==> config.mk <==
export PLATFORM = sky130hd
export DESIGN_NAME = cosim_log_fifo
export DESIGN_NICKNAME = d
export VERILOG_FILES = /design/src/rtl/cosim_log_fifo.sv
export SDC_FILE = /design/constraint.sdc
export NUM_CORES = 1
export LEC_CHECK = 0
export CELL_PAD_IN_SITES_DETAIL_PLACEMENT = 1
export CELL_PAD_IN_SITES_GLOBAL_PLACEMENT = 1
export CORE_MARGIN = 2
export CORE_UTILIZATION = 40
export CTS_BUF_LIST = sky130_fd_sc_hd__clkbuf_4
export DETAILED_ROUTE_END_ITERATION = 10
export PLACE_DENSITY = 0.8
export RECOVER_POWER = 25
export SLEW_MARGIN = 30
export SYNTH_ARGS = -nofsm -noshare
export SYNTH_HDL_FRONTEND = slang
export SYNTH_SLANG_ARGS = --single-unit
==> constraint.sdc <==
create_clock -name clk_i -period 5.2 [get_ports clk_i]
set_clock_uncertainty 0.1 [all_clocks]
set_input_delay 0.52 -clock clk_i [delete_from_list [all_inputs] [get_ports clk_i]]
set_output_delay 0.52 -clock clk_i [all_outputs]
set_load 0.005 [all_outputs]
==> src/rtl/cosim_log_fifo.sv <==
// Per-hart circular FIFO of expected commit items; registered head, no bypass.
`timescale 1ns/1ps
module cosim_log_fifo #(
    parameter int unsigned Depth  = 16,
    parameter type         item_t = logic
) (
    input  logic                         clk_i,
    input  logic                         rst_ni,
    input  logic                         clear_i,
    input  logic                         push_i,
    input  item_t                        item_i,
    input  logic                         pop_i,
    output item_t                        head_o,
    output logic                         full_o,
    output logic                         empty_o,
    output logic [$clog2(Depth+1)-1:0]   level_o
);
    localparam int unsigned PtrW   = $clog2(Depth);
    localparam int unsigned LevelW = $clog2(Depth + 1);

    item_t             mem [Depth];
    logic [PtrW-1:0]   wr_ptr_q;
    logic [PtrW-1:0]   rd_ptr_q;
    logic [LevelW-1:0] level_q;
    logic              do_push;
    logic              do_pop;

    assign full_o  = (level_q == LevelW'(Depth));
    assign empty_o = (level_q == '0);
    assign do_push = push_i && !full_o && !clear_i;
    assign do_pop  = pop_i && !empty_o && !clear_i;

    always_ff @(posedge clk_i) begin
        if (do_push) mem[wr_ptr_q] <= item_i;
    end

    // Depth is a power of two, so pointer wrap is plain overflow.
    always_ff @(posedge clk_i) begin
        if (!rst_ni || clear_i) begin
            wr_ptr_q <= '0;
            rd_ptr_q <= '0;
            level_q  <= '0;
        end else begin
            if (do_push) wr_ptr_q <= wr_ptr_q + 1'b1;
            if (do_pop)  rd_ptr_q <= rd_ptr_q + 1'b1;
            case ({do_push, do_pop})
                2'b10:   level_q <= level_q + 1'b1;
                2'b01:   level_q <= level_q - 1'b1;
                default: level_q <= level_q;
            endcase
        end
    end

    assign head_o  = mem[rd_ptr_q];
    assign level_o = level_q;
endmodule

Word-level counts from Yosys, hierarchy flattened
Memories as Yosys holds them, arrays and structs flattened. A register that Yosys moved wholly into a read port is not among the register bits.
Index checks and enable logic that the tools add are counted.
{"block": "totals", "elab_cells": 27, "ff_bits": 13, "mem_bits_rw": 16, "n_memories": 1}
{"name": "mem", "words": 16, "word_bits": 1, "rd": 1, "rd_clocked_by_memory_dff": 1, "write_ports": 1, "line_no": "21", "text": "item_t mem [Depth];"}
{"block": "op_classes", "addsub": 4, "n_reduce_logical": 11, "eq_ne": 3, "mux": 5}
{"operator": "5-bit case mux with 2 select lines", "n": 1}
{"operator": "4-bit by 1-bit adder with 4-bit output, second input constant", "n": 2}
{"operator": "4-bit two-way mux", "n": 2}
{"operator": "5-bit by 1-bit adder with 5-bit output, second input constant", "n": 1}
{"operator": "5-bit equality test, second input constant", "n": 1}
{"operator": "5-bit logical NOT", "n": 1}
{"operator": "5-bit by 1-bit subtractor with 5-bit output, second input constant", "n": 1}
{"operator": "1-bit logical AND", "n": 4}
{"operator": "1-bit logical NOT", "n": 4}
{"operator": "2-bit by 1-bit equality test with 1-bit output, second input constant", "n": 1}
{"operator": "2-bit equality test, second input constant", "n": 1}
{"operator": "1-bit two-way mux", "n": 2}
{"operator": "2-bit nonzero test", "n": 1}
{"operator": "1-bit logical OR", "n": 1}

Depth between registers and ports, before layout
{"block": "depth", "word_depth": 6, "depth_mapped": 12}

Worst setup path before layout
No wires, ideal clock.
{"block": "synth_path", "path_kind": "flip-flop to flip-flop", "start": "register level_q[1], in the netlist level_o[1]", "end": "register level_q[2], in the netlist level_o[2]", "arrival_ps": 2463, "path_buffers": 2, "path_stages_with_launch": 12, "period_less_slack_ps": 2690, "path_slack_ps": 2510, "required_ps": 4972, "cell_sequence": "dfxtp_1 -> buf_6 -> or4_4 -> o21a_4 -> ha_1 -> clkbuf_1 -> xor2_1 -> ha_1 -> o21a_1 -> nor3_1 -> xnor2_1 -> nor2_1"}
{"block": "synth_between", "elab_chain_len": 6, "word_cells_on_any_way": 14}
{"item": "start, declared", "line_no": "24", "text": "logic [LevelW-1:0] level_q;"}
{"item": "start signal, assigned", "line_no": "47", "text": "2'b10: level_q <= level_q + 1'b1;"}
{"item": "start signal, assigned", "line_no": "48", "text": "2'b01: level_q <= level_q - 1'b1;"}
{"item": "start signal, assigned", "line_no": "49", "text": "default: level_q <= level_q;"}
{"item": "5-bit logical NOT *", "line_no": "29", "text": "assign empty_o = (level_q == '0);"}
{"item": "1-bit logical NOT *", "line_no": "31", "text": "assign do_pop = pop_i && !empty_o && !clear_i;"}
{"item": "1-bit logical AND * (2 in a row)", "line_no": "31"}
{"item": "net do_pop", "line_no": "26", "text": "logic do_pop;"}
{"item": "2-bit by 1-bit equality test with 1-bit output / 2-bit equality test (equally long branches)", "line_no": "46", "text": "case ({do_push, do_pop})"}
{"item": "5-bit case mux with 2 select lines / 2-bit nonzero test (equally long branches)"}
The timed path passes the listed nets; every way through them passes the cells marked *.
A chain may end at the register's enable or synchronous reset.

Final worst setup path
{"block": "layout_path", "start": "input push_i", "end": "register level_q[2], in the netlist level_o[2]"}
{"block": "layout_between", "elab_chain_len": 4, "word_cells_on_any_way": 6}
{"item": "start, declared", "line_no": "10", "text": "input logic push_i,"}
{"item": "1-bit logical AND * (2 in a row)", "line_no": "30", "text": "assign do_push = push_i && !full_o && !clear_i;"}
{"item": "2-bit by 1-bit equality test with 1-bit output / 2-bit equality test (equally long branches)", "line_no": "46"}
{"item": "5-bit case mux with 2 select lines / 2-bit nonzero test (equally long branches)"}
Mark *: on every way between the ends. The rest lies on a longest branch, timed or not.

==> key figures <==
Clocking
  • Clock Latency Late Sink: 0.34 ns
  • H-tree Lvls: 2
  • Clock tree buffer depth: 2
  • Clk root buf: clkbuf_4
  • CTS resizes: 0
  • CTS Hold Buffers Added: 0
  • CTS tree: built
  • Post-CTS Repair Setup Buffers: 0
  • Total CTS buffers: 5
  • Clk sinks: 33
  • CTS clk-pin slew, worst paths: 0.11 ns

GRT
  • Vias in the first global route: 1,165
  • Gr usage total: 16.5%
  • First-pass GRT wire length: 5510 µm
  • Remaining global-route overflow: 0
  • Initial antenna violation count: 0
  • Largest net degree at the start of global routing: 20

Detailed routing
  • DRT iter0 DRCs: 55
  • Post-route ant nets: 0
  • WL per Instance: 15.4 µm
  • WL final: 3240 µm
  • DRC viols: 0
  • Vias: 1,103
  • Vias/cell: 5.25
  • Detailed Routing Iterations Pass 1: 4

Worst hold path
  • Worst Hold Launch: rd_ptr_q[3]
  • Hold Crit Class: reg2reg

Floorplan
  • Cell Rows: 23
  • Die area: 4650 µm²
  • Std-Cell Core Area: 3970 µm²
  • Die Wd: 68.2 µm
  • Die Ht: 68.2 µm
  • Starting Density: 41.5%
  • Boundary pin count: 14

Logic synthesis
  • Synth Area in Adders: 6.08%
  • Post-Synth XOR/XNOR Area: 5.85%
  • Synth Area in Simple Gates: 19.4%
  • Commonest cells post-synth: nor2_1, dfxtp_1, edfxtp_1, ha_1
  • Post-synthesis sequential area ratio: 49.8%
  • Synth Warn #: 0
  • Async SR Flop Fraction: 0%
  • Syn Nets: 162
  • Most common cell in the synthesized netlist: nor2_1
  • Leading area contributor after synthesis: edfxtp_1
  • EDFF count, synth: 16
  • Mux cell area share after synthesis: 8.05%
  • Synth unique cells: 41
  • Post-synthesis area per instance: 11.1 µm²
  • Post-synth top area share: 29.2%
  • Mapped Area: 1650 µm²
  • Main synth FF type: dfxtp_1
  • Yosys reg bits: 33
  • Post-Synthesis Cells: 148
  • Synth top area cells: edfxtp_1, dfxtp_1, mux4_2, nor2_1, ha_1
  • Post-synthesis compound-gate area fraction: 7.07%
  • Main combinational cell family by area after synthesis: simple AND/OR/NAND/NOR gates

Worst setup path
  • Critical path required time: 5.32 ns
  • Startpoint type of the worst setup path: input pin
  • Crit path DAT: 3.04 ns
  • Crit-path cells: clkdlybuf4s50_1 -> inv_1 -> a211oi_4 -> inv_1 -> ha_1 -> xor2_1 -> ha_1 -> o21a_1 -> nor3_1 -> xnor2_1 -> nor2_1
  • Crit Path Category: in2reg
  • Crit path buffers/inverters: 3
  • Max stage delay cell, worst path: clkdlybuf4s50_1
  • Crit path capture type: flip-flop
  • Worst setup path startpoint: push_i
  • FF-to-FF Start: level_o[2]
  • Cell family with most CP delay: buffers and inverters
  • CP max stage delay: 0.49 ns
  • Highest net fanout along the worst path: 12

Timing
  • Worst Hold Margin: 0.423 ns
  • Slew Limit Fails: 0
  • Ratio of final minimum period to clock period: 56.1%
  • Slew HR: 49.7%
  • Least-Margin Pin Slew: 0.754 ns
  • Maximum clock frequency: 343 MHz
  • Final hold vios: 0
  • RSZ-0062 raised after global routing: no
  • Tmin final: 2.92 ns
  • Setup TNS: 0 ns
  • Setup Viol. Count Final: 0
  • Worst setup margin: 2.28 ns

Final layout
  • # fillers: 442
  • Area growth from synthesis to layout: 13.9%
  • Final Cell Area: 1880 µm²
  • Nets@finish: 173
  • Area of the multi-input gates: 764 µm²
  • Ant diodes: 0
  • Register area: 821 µm²
  • Layout cells sized above 1: 11.9%
  • Core Util, Final: 47.2%

Power
  • Pwr dens: 265 nW/µm²
  • Leakage: 0.652 nW
  • Pint: 0.391 mW
  • Comb pwr share: 5.5%
  • Peak supply drop: 0.0892 mV
  • P_sw: 0.106 mW
  • Sw frac: 21.3%
  • Clk pwr share: 39.1%
  • Seq pwr share: 55.4%

Placed design
  • DP HPWL: 2400 µm
  • Input/output buffers: 13
  • RD Place Congestion: 0.729
  • DP Worst Slack: 1.91 ns
  • Post-DP Area: 1800 µm²

Outcome
  • Outcome: complete, no violations

Job
  • # Max-Cap Violations: 0
[power groups by stage]
stage | logic (mW) | registers [mW] | clock network [mW]
finish | 0.0274 | 0.275 | 0.194
global route | 0.0305 | 0.276 | 0.210
CTS | 0.0281 | 0.275 | 0.199
detailed placement | 0.0279 | 0.281 | 0
global placement | 0.0263 | 0.281 | 0
floorplan | 0.0161 | 0.281 | 0
[stage by stage]
stage	cells	total power, mW
CTS	210	0.502
finish	210	0.497
floorplan	148	0.297
detailed placement	202	0.309
global route	210	0.516
global placement	202	0.307
[worst register-to-register path: cells and delay by family, from the launching register on]
| kind | cells | cell delay (ns) |
|---|---|---|
| AOI/OAI and AO/OA | 2 | 0.67 |
| adders and majority gates | 2 | 0.60 |
| and+or+nand+nor | 3 | 0.37 |
| buffers and inverters | 1 | 0.10 |
| DFF | 1 | 0.55 |
| xor gates and xnor gates | 2 | 0.36 |
[layer usage]
layer | routed length, µm | track usage, % | share of wire, %
met1 | 1350 | 19.2 | 42
met2 | 1740 | 28.5 | 54
met3 | 89 | 4.93 | 2.7
met4 | 59 | 6.00 | 1.8
met5 | 0 | 0 | 0
[cell usage in the layout, fill, tap and decap left out, drive strengths merged, types with 2 or more instances in the layout]
master / count
dfxtp: 17
nand2: 7
nor3b: 2
xnor2: 4
xor2: 7
o21ai: 2
mux4: 5
inv: 5
nor2b: 2
clkdlybuf4s50: 12
nand2b: 3
edfxtp: 16
o21a: 2
nor3: 6
mux2i: 2
a21oi: 2
nand4: 3
ha: 8
nor2: 29
or4: 2
nand3: 2
clkbuf: 6
[final timing paths]
path           endpoint  slack (ns)  depth (start not counted)
max          level_o[2]        2.28                         11
min           flip-flop        0.42                          2
max reg2reg  level_o[2]        2.32                         10
min reg2reg   flip-flop        0.42                          2
[cell families (layout without fill, tap and decap cells)]
kind of cell    Yosys count  count (layout)
compound gates           13              13
xor+xnor                 11              11
fa+ha+maj                 8               8
buf+inv                  14              26
flops                    33              33
mux                       7               7
simple gates             62              62
[cell type report]
cell class / count / area share [%]
inverter: 5 / 1.00
clock inverter: 2 / 1.80
multi-input combinational: 101 / 40.8
timing repair buffer: 13 / 6.94
sequential: 33 / 43.8
tap: 50 / 3.34
clock buffer: 6 / 2.40
Power figures use the tool's default switching activity.
